File: config.mk
export PLATFORM = sky130hd
export DESIGN_NAME = sysid_check_master
export DESIGN_NICKNAME = d
export VERILOG_FILES = /design/src/rtl/sysid_check_master.sv
export SDC_FILE = /design/constraint.sdc
export NUM_CORES = 1
export LEC_CHECK = 0
export BUFFER_PORTS_ARGS = -buffer_cell sky130_fd_sc_hd__buf_2
export CAP_MARGIN = 20
export CORE_MARGIN = 5
export CORE_UTILIZATION = 53
export CTS_BUF_LIST = sky130_fd_sc_hd__clkbuf_4
export DETAILED_ROUTE_END_ITERATION = 7
export PLACE_DENSITY = 0.83
export SLEW_MARGIN = 20
export SYNTH_ARGS = -nofsm -noshare
export SYNTH_HDL_FRONTEND = slang
export SYNTH_SLANG_ARGS = --single-unit
File: constraint.sdc
create_clock -name clock -period 2.9 [get_ports clock]
set_input_delay 0.58 -clock clock [delete_from_list [all_inputs] [get_ports clock]]
set_output_delay 0.58 -clock clock [all_outputs]
set_load 0.005 [all_outputs]
File: src/rtl/sysid_check_master.sv
`default_nettype none
// ============================================================================
//  Module   : sysid_check_master
//  Brief    : Avalon-MM read master that fetches the system-ID word (addr 0)
//             and the build timestamp (addr 1). Both are compared against
//             build-time constants. Captured values and pass/fail/timeout
//             status are held for software and display logic.
//  Revision : 1.0 - initial release
// ============================================================================
module sysid_check_master #(
    parameter logic [31:0] EXPECTED_ID    = 32'hACD51302,
    parameter logic [31:0] EXPECTED_TS    = 32'h560CC9C4,
    parameter int unsigned TIMEOUT_CYCLES = 256,
    parameter logic        AUTO_START     = 1'b1
) (
    input  logic        clock,
    input  logic        reset,
    input  logic        start,
    output logic        avm_address,
    output logic        avm_read,
    input  logic [31:0] avm_readdata,
    input  logic        avm_waitrequest,
    input  logic        avm_readdatavalid,
    output logic        busy,
    output logic        done,
    output logic        id_ok,
    output logic        ts_ok,
    output logic        timeout,
    output logic [31:0] sysid_id,
    output logic [31:0] sysid_ts
);

    localparam logic [2:0] c_ST_IDLE    = 3'd0;
    localparam logic [2:0] c_ST_ID_REQ  = 3'd1;
    localparam logic [2:0] c_ST_ID_WAIT = 3'd2;
    localparam logic [2:0] c_ST_TS_REQ  = 3'd3;
    localparam logic [2:0] c_ST_TS_WAIT = 3'd4;
    localparam logic [2:0] c_ST_DONE    = 3'd5;

    // Last timer value at which a read may still complete.
    localparam logic [15:0] c_TIMER_LIMIT = 16'(TIMEOUT_CYCLES - 1);

    logic [2:0]  r_state;
    logic [2:0]  w_state_nxt;
    logic [15:0] r_timer;
    logic        r_auto_pend;
    logic        r_id_ok;
    logic        r_ts_ok;
    logic        r_timeout;
    logic [31:0] r_sysid_id;
    logic [31:0] r_sysid_ts;

    logic w_in_req;
    logic w_in_wait;
    logic w_active;
    logic w_is_ts;
    logic w_capture;
    logic w_expire;
    logic w_launch;
    logic w_enter_req;

    // Decode of the current phase; a zero-latency slave may return data in
    // the very cycle the request is accepted, so that counts as a capture.
    always_comb begin
        w_in_req  = (r_state == c_ST_ID_REQ) || (r_state == c_ST_TS_REQ);
        w_in_wait = (r_state == c_ST_ID_WAIT) || (r_state == c_ST_TS_WAIT);
        w_active  = w_in_req || w_in_wait;
        w_is_ts   = (r_state == c_ST_TS_REQ) || (r_state == c_ST_TS_WAIT);
        w_capture = avm_readdatavalid &&
                    (w_in_wait || (w_in_req && !avm_waitrequest));
        w_expire  = w_active && !w_capture && (r_timer == c_TIMER_LIMIT);
    end

    // Next-state selection; capture beats timeout, timeout beats accept.
    always_comb begin
        w_state_nxt = r_state;
        case (r_state)
            c_ST_IDLE: begin
                if (start || r_auto_pend) w_state_nxt = c_ST_ID_REQ;
            end
            c_ST_ID_REQ: begin
                if (w_capture)             w_state_nxt = c_ST_TS_REQ;
                else if (w_expire)         w_state_nxt = c_ST_DONE;
                else if (!avm_waitrequest) w_state_nxt = c_ST_ID_WAIT;
            end
            c_ST_ID_WAIT: begin
                if (w_capture)     w_state_nxt = c_ST_TS_REQ;
                else if (w_expire) w_state_nxt = c_ST_DONE;
            end
            c_ST_TS_REQ: begin
                if (w_capture || w_expire) w_state_nxt = c_ST_DONE;
                else if (!avm_waitrequest) w_state_nxt = c_ST_TS_WAIT;
            end
            c_ST_TS_WAIT: begin
                if (w_capture || w_expire) w_state_nxt = c_ST_DONE;
            end
            c_ST_DONE: begin
                if (start) w_state_nxt = c_ST_ID_REQ;
            end
            default: w_state_nxt = c_ST_IDLE;
        endcase
    end

    // Entry strobes: a fresh check starts, or a new per-read timer window opens.
    always_comb begin
        w_launch    = (w_state_nxt == c_ST_ID_REQ) &&
                      ((r_state == c_ST_IDLE) || (r_state == c_ST_DONE));
        w_enter_req = ((w_state_nxt == c_ST_ID_REQ) && (r_state != c_ST_ID_REQ)) ||
                      ((w_state_nxt == c_ST_TS_REQ) && (r_state != c_ST_TS_REQ));
    end

    // State, per-read timer, captured words and status flags.
    always_ff @(posedge clock) begin
        if (reset) begin
            r_state     <= c_ST_IDLE;
            r_timer     <= '0;
            r_auto_pend <= AUTO_START;
            r_id_ok     <= 1'b0;
            r_ts_ok     <= 1'b0;
            r_timeout   <= 1'b0;
            r_sysid_id  <= '0;
            r_sysid_ts  <= '0;
        end else begin
            r_state     <= w_state_nxt;
            r_auto_pend <= 1'b0;

            if (w_enter_req)   r_timer <= '0;
            else if (w_active) r_timer <= r_timer + 16'd1;

            if (w_launch) begin
                r_id_ok   <= 1'b0;
                r_ts_ok   <= 1'b0;
                r_timeout <= 1'b0;
            end

            if (w_capture && !w_is_ts) begin
                r_sysid_id <= avm_readdata;
                r_id_ok    <= (avm_readdata == EXPECTED_ID);
            end

            if (w_capture && w_is_ts) begin
                r_sysid_ts <= avm_readdata;
                r_ts_ok    <= (avm_readdata == EXPECTED_TS);
            end

            if (w_expire) r_timeout <= 1'b1;
        end
    end

    // Bus and status outputs are pure state decodes, so they only move on
    // the edges where the state moves (never while stalled, except on abort).
    always_comb begin
        avm_read    = w_in_req;
        avm_address = (r_state == c_ST_TS_REQ);
        busy        = w_active;
        done        = (r_state == c_ST_DONE);
        id_ok       = r_id_ok;
        ts_ok       = r_ts_ok;
        timeout     = r_timeout;
        sysid_id    = r_sysid_id;
        sysid_ts    = r_sysid_ts;
    end

endmodule
`default_nettype wire

==> results.toml <==
[yosys]
synth-warning-count = 0
yosysSeqAreaShare = 0.492
synth_edf_count = 0
synth_seq_cells = 87
ys_types = 48
synth_area_um2 = 3540
synth_commonest_cells = "144 x nand2_1, 87 x dfxtp_1, 66 x a21oi_1"
synth_area_leaders = "dfxtp_1 49%, nand2_1 15%, a21oi_1 9.3%"
synth_area_per_cell_um2 = 7.98
synth.most_common_cell = "nand2_1"
synth_fp_nets = 482
netlist_instances = 444
async_reset_ff_frac = 0
synth_top_area_frac = 0.492
synth_top_area_cell = "dfxtp_1"
synth_flop_cell = "dfxtp_1"

[power_and_ir_drop]
p_leak_uw = 0.00176
sw_frac_of_total = 0.271
finalPower_uw = 2200
power_frac_comb = 0.112
pwr-share-clk = 0.316
p_switching_uw = 595
intPower_uw = 1600
power_density_nw_per_um2 = 517
p_seq_frac = 0.572
vdd_drop_max_v = 0.000288

[detailed_routing]
route.detailed.drc = 0
drt_iter0_markers = 234
met3_length_um = 614
drt-wirelength-per-cell_um = 14.5
vias = 3388
wirelength_um = 9070
viasPerCell = 5.43
drt_pass1_iterations = 5
wl_met2_um = 4330
postRouteAntennaNets = 0
top_layer = "met4"
met1Wirelength_um = 3900

[setup_path]
critPathLaunchType = "flop"
crit_path_top_delay_cell = "dfxtp_1"
crit_path_end_kind = "output pin"
arrival_ns = 1.71
crit_type = "reg2out"
critPathMaxFanout = 11
crit_chain = "nor3_1 -> nor2_1 -> buf_2"
crit_required_ns = 2.32
max_stage_delay_ns = 0.56

[clocking]
root_buffer = "clkbuf_4"
holdBufCountCts = 0
clockBufferDepth = 2
cts_resized = 0
path_clk_slew_ns = 0.14
cts_tree = "yes"
cts_num_sinks = 87
htree_levels = 3
post_cts_buffers = 0
numCtsBuffers = 9
clock_latency_ns = 0.42

[sta]
finalMaxSlewViolations = 0
period_share = 0.789
setup_slack_ns = 0.612
relSlewSlack = 0.667
rsz0062_at_grt = "no"
setup_violations = 0
finalSetupTns_ns = 0
fmax_mhz = 437
tightest_slew_ns = 0.500
fin_crit_ns = 2.29
finClkSkew_ns = 0.0131
hold_viol_final = 0

[die]
io-pin-count = 108
coreArea_um2 = 6420
die-area_um2 = 8420
die-height_um = 91.8
num_rows = 29
die_x_um = 91.8
initial_core_util = 0.552

[min_path]
hold_class = "in2reg"

[layout]
final_cells = 624
fin_util = 0.663
fill_cells = 541
syn2layout_area_growth_pct = 20.1
num-nets-final = 580
register_area_um2 = 1740
antenna_cells = 0
multiInputGateArea_um2 = 1680
drive_gt1_frac = 0.265

[placed_design]
place_congestion = 0.953
place_hpwl_um = 6570
dpl_worst_slack_ns = 0.607
dpl.cell_count = 608
port_buffers = 107

[job]
maxCapViolations = 0

[run_status]
status = "complete, no violations"

[grt]
grt_usage = 0.212
grt_pass1_vias = 3152
antenna_found_initial = 0
overflow = 0
grt_pass1_wl_um = 14900
grt_start_max_net_pins = 46
## per-stage QoR
stage / hold slack (ns) / cell area [um2]
floorplan: 0.452 / 3540
global placement: 0.438 / 4110
detailed placement: 0.443 / 4110
CTS: 0.371 / 4260
global route: 0.366 / 4260
finish: 0.396 / 4260
## per-layer routing
layer / global-route usage / vias to the layer above
li1: - / 1685
met1: 0.263 / 1548
met2: 0.355 / 134
met3: 0.0442 / 21
met4: 0.0978 / 0
met5: 0 / -
## power groups by stage
| stage | sequential, uW | clock (uW) | combinational (uW) |
|---|---|---|---|
| global route | 1260 | 763 | 272 |
| detailed placement | 1280 | 0 | 246 |
| finish | 1260 | 696 | 247 |
| CTS | 1260 | 710 | 247 |
| global placement | 1280 | 0 | 243 |
| floorplan | 1280 | 0 | 147 |
## cells in the final DEF, fill, tap and decap left out, drive strengths merged, types with 6 or more instances in the layout
cell type	instances
dfxtp	87
nand4	6
nand2	144
buf	113
o21ai	10
inv	6
nor2	30
a21oi	66
and3	6
xor2	6
xnor2	9
clkbuf	10
## area by class of cell
| class | instances | share of cell area |
|---|---|---|
| Inverter | 4 | 0.00353 |
| Clock buffer | 10 | 0.0176 |
| Timing Repair Buffer | 113 | 0.136 |
| Clock inverter | 6 | 0.0162 |
| Tap cell | 77 | 0.0226 |
| Sequential cell | 87 | 0.409 |
| Multi-Input combinational cell | 327 | 0.394 |
## registers in the layout (all words and copies together) (netlist names)
name / flops
r_state: 3
r_timer: 16
sysid_ts: 32
id_ok: 1
timeout: 1
sysid_id: 32
ts_ok: 1
r_auto_pend: 1
## kinds of logic after synthesis
logic type,share of synthesized area
DFF,0.492
and+or+nand+nor,0.284
xor gates and xnor gates,0.0371
buffers and inverters,0.0360
adders and majority gates,0.00636
AOI/OAI and AO/OA,0.145
## critical path, delay by kind of cell, from the launching register on
| family | cells | cell delay [ns] |
|---|---|---|
| AND/OR/NAND/NOR | 2 | 0.54 |
| buffers and inverters | 1 | 0.19 |
| flip-flops | 1 | 0.56 |
## final timing paths
path | cells past startpoint | from | slack (ns) | endpoint
worst max-delay path | 3 | r_state[2] | 0.61 | busy
worst min-delay path | 3 | avm_readdata[0] | 0.40 | sysid_id[0]
worst max register to register | 6 | r_state[2] | 0.62 | r_timer[15]
worst min register to register | 2 | sysid_ts[13] | 0.46 | sysid_ts[13]
(Power assumes the default switching activity.)
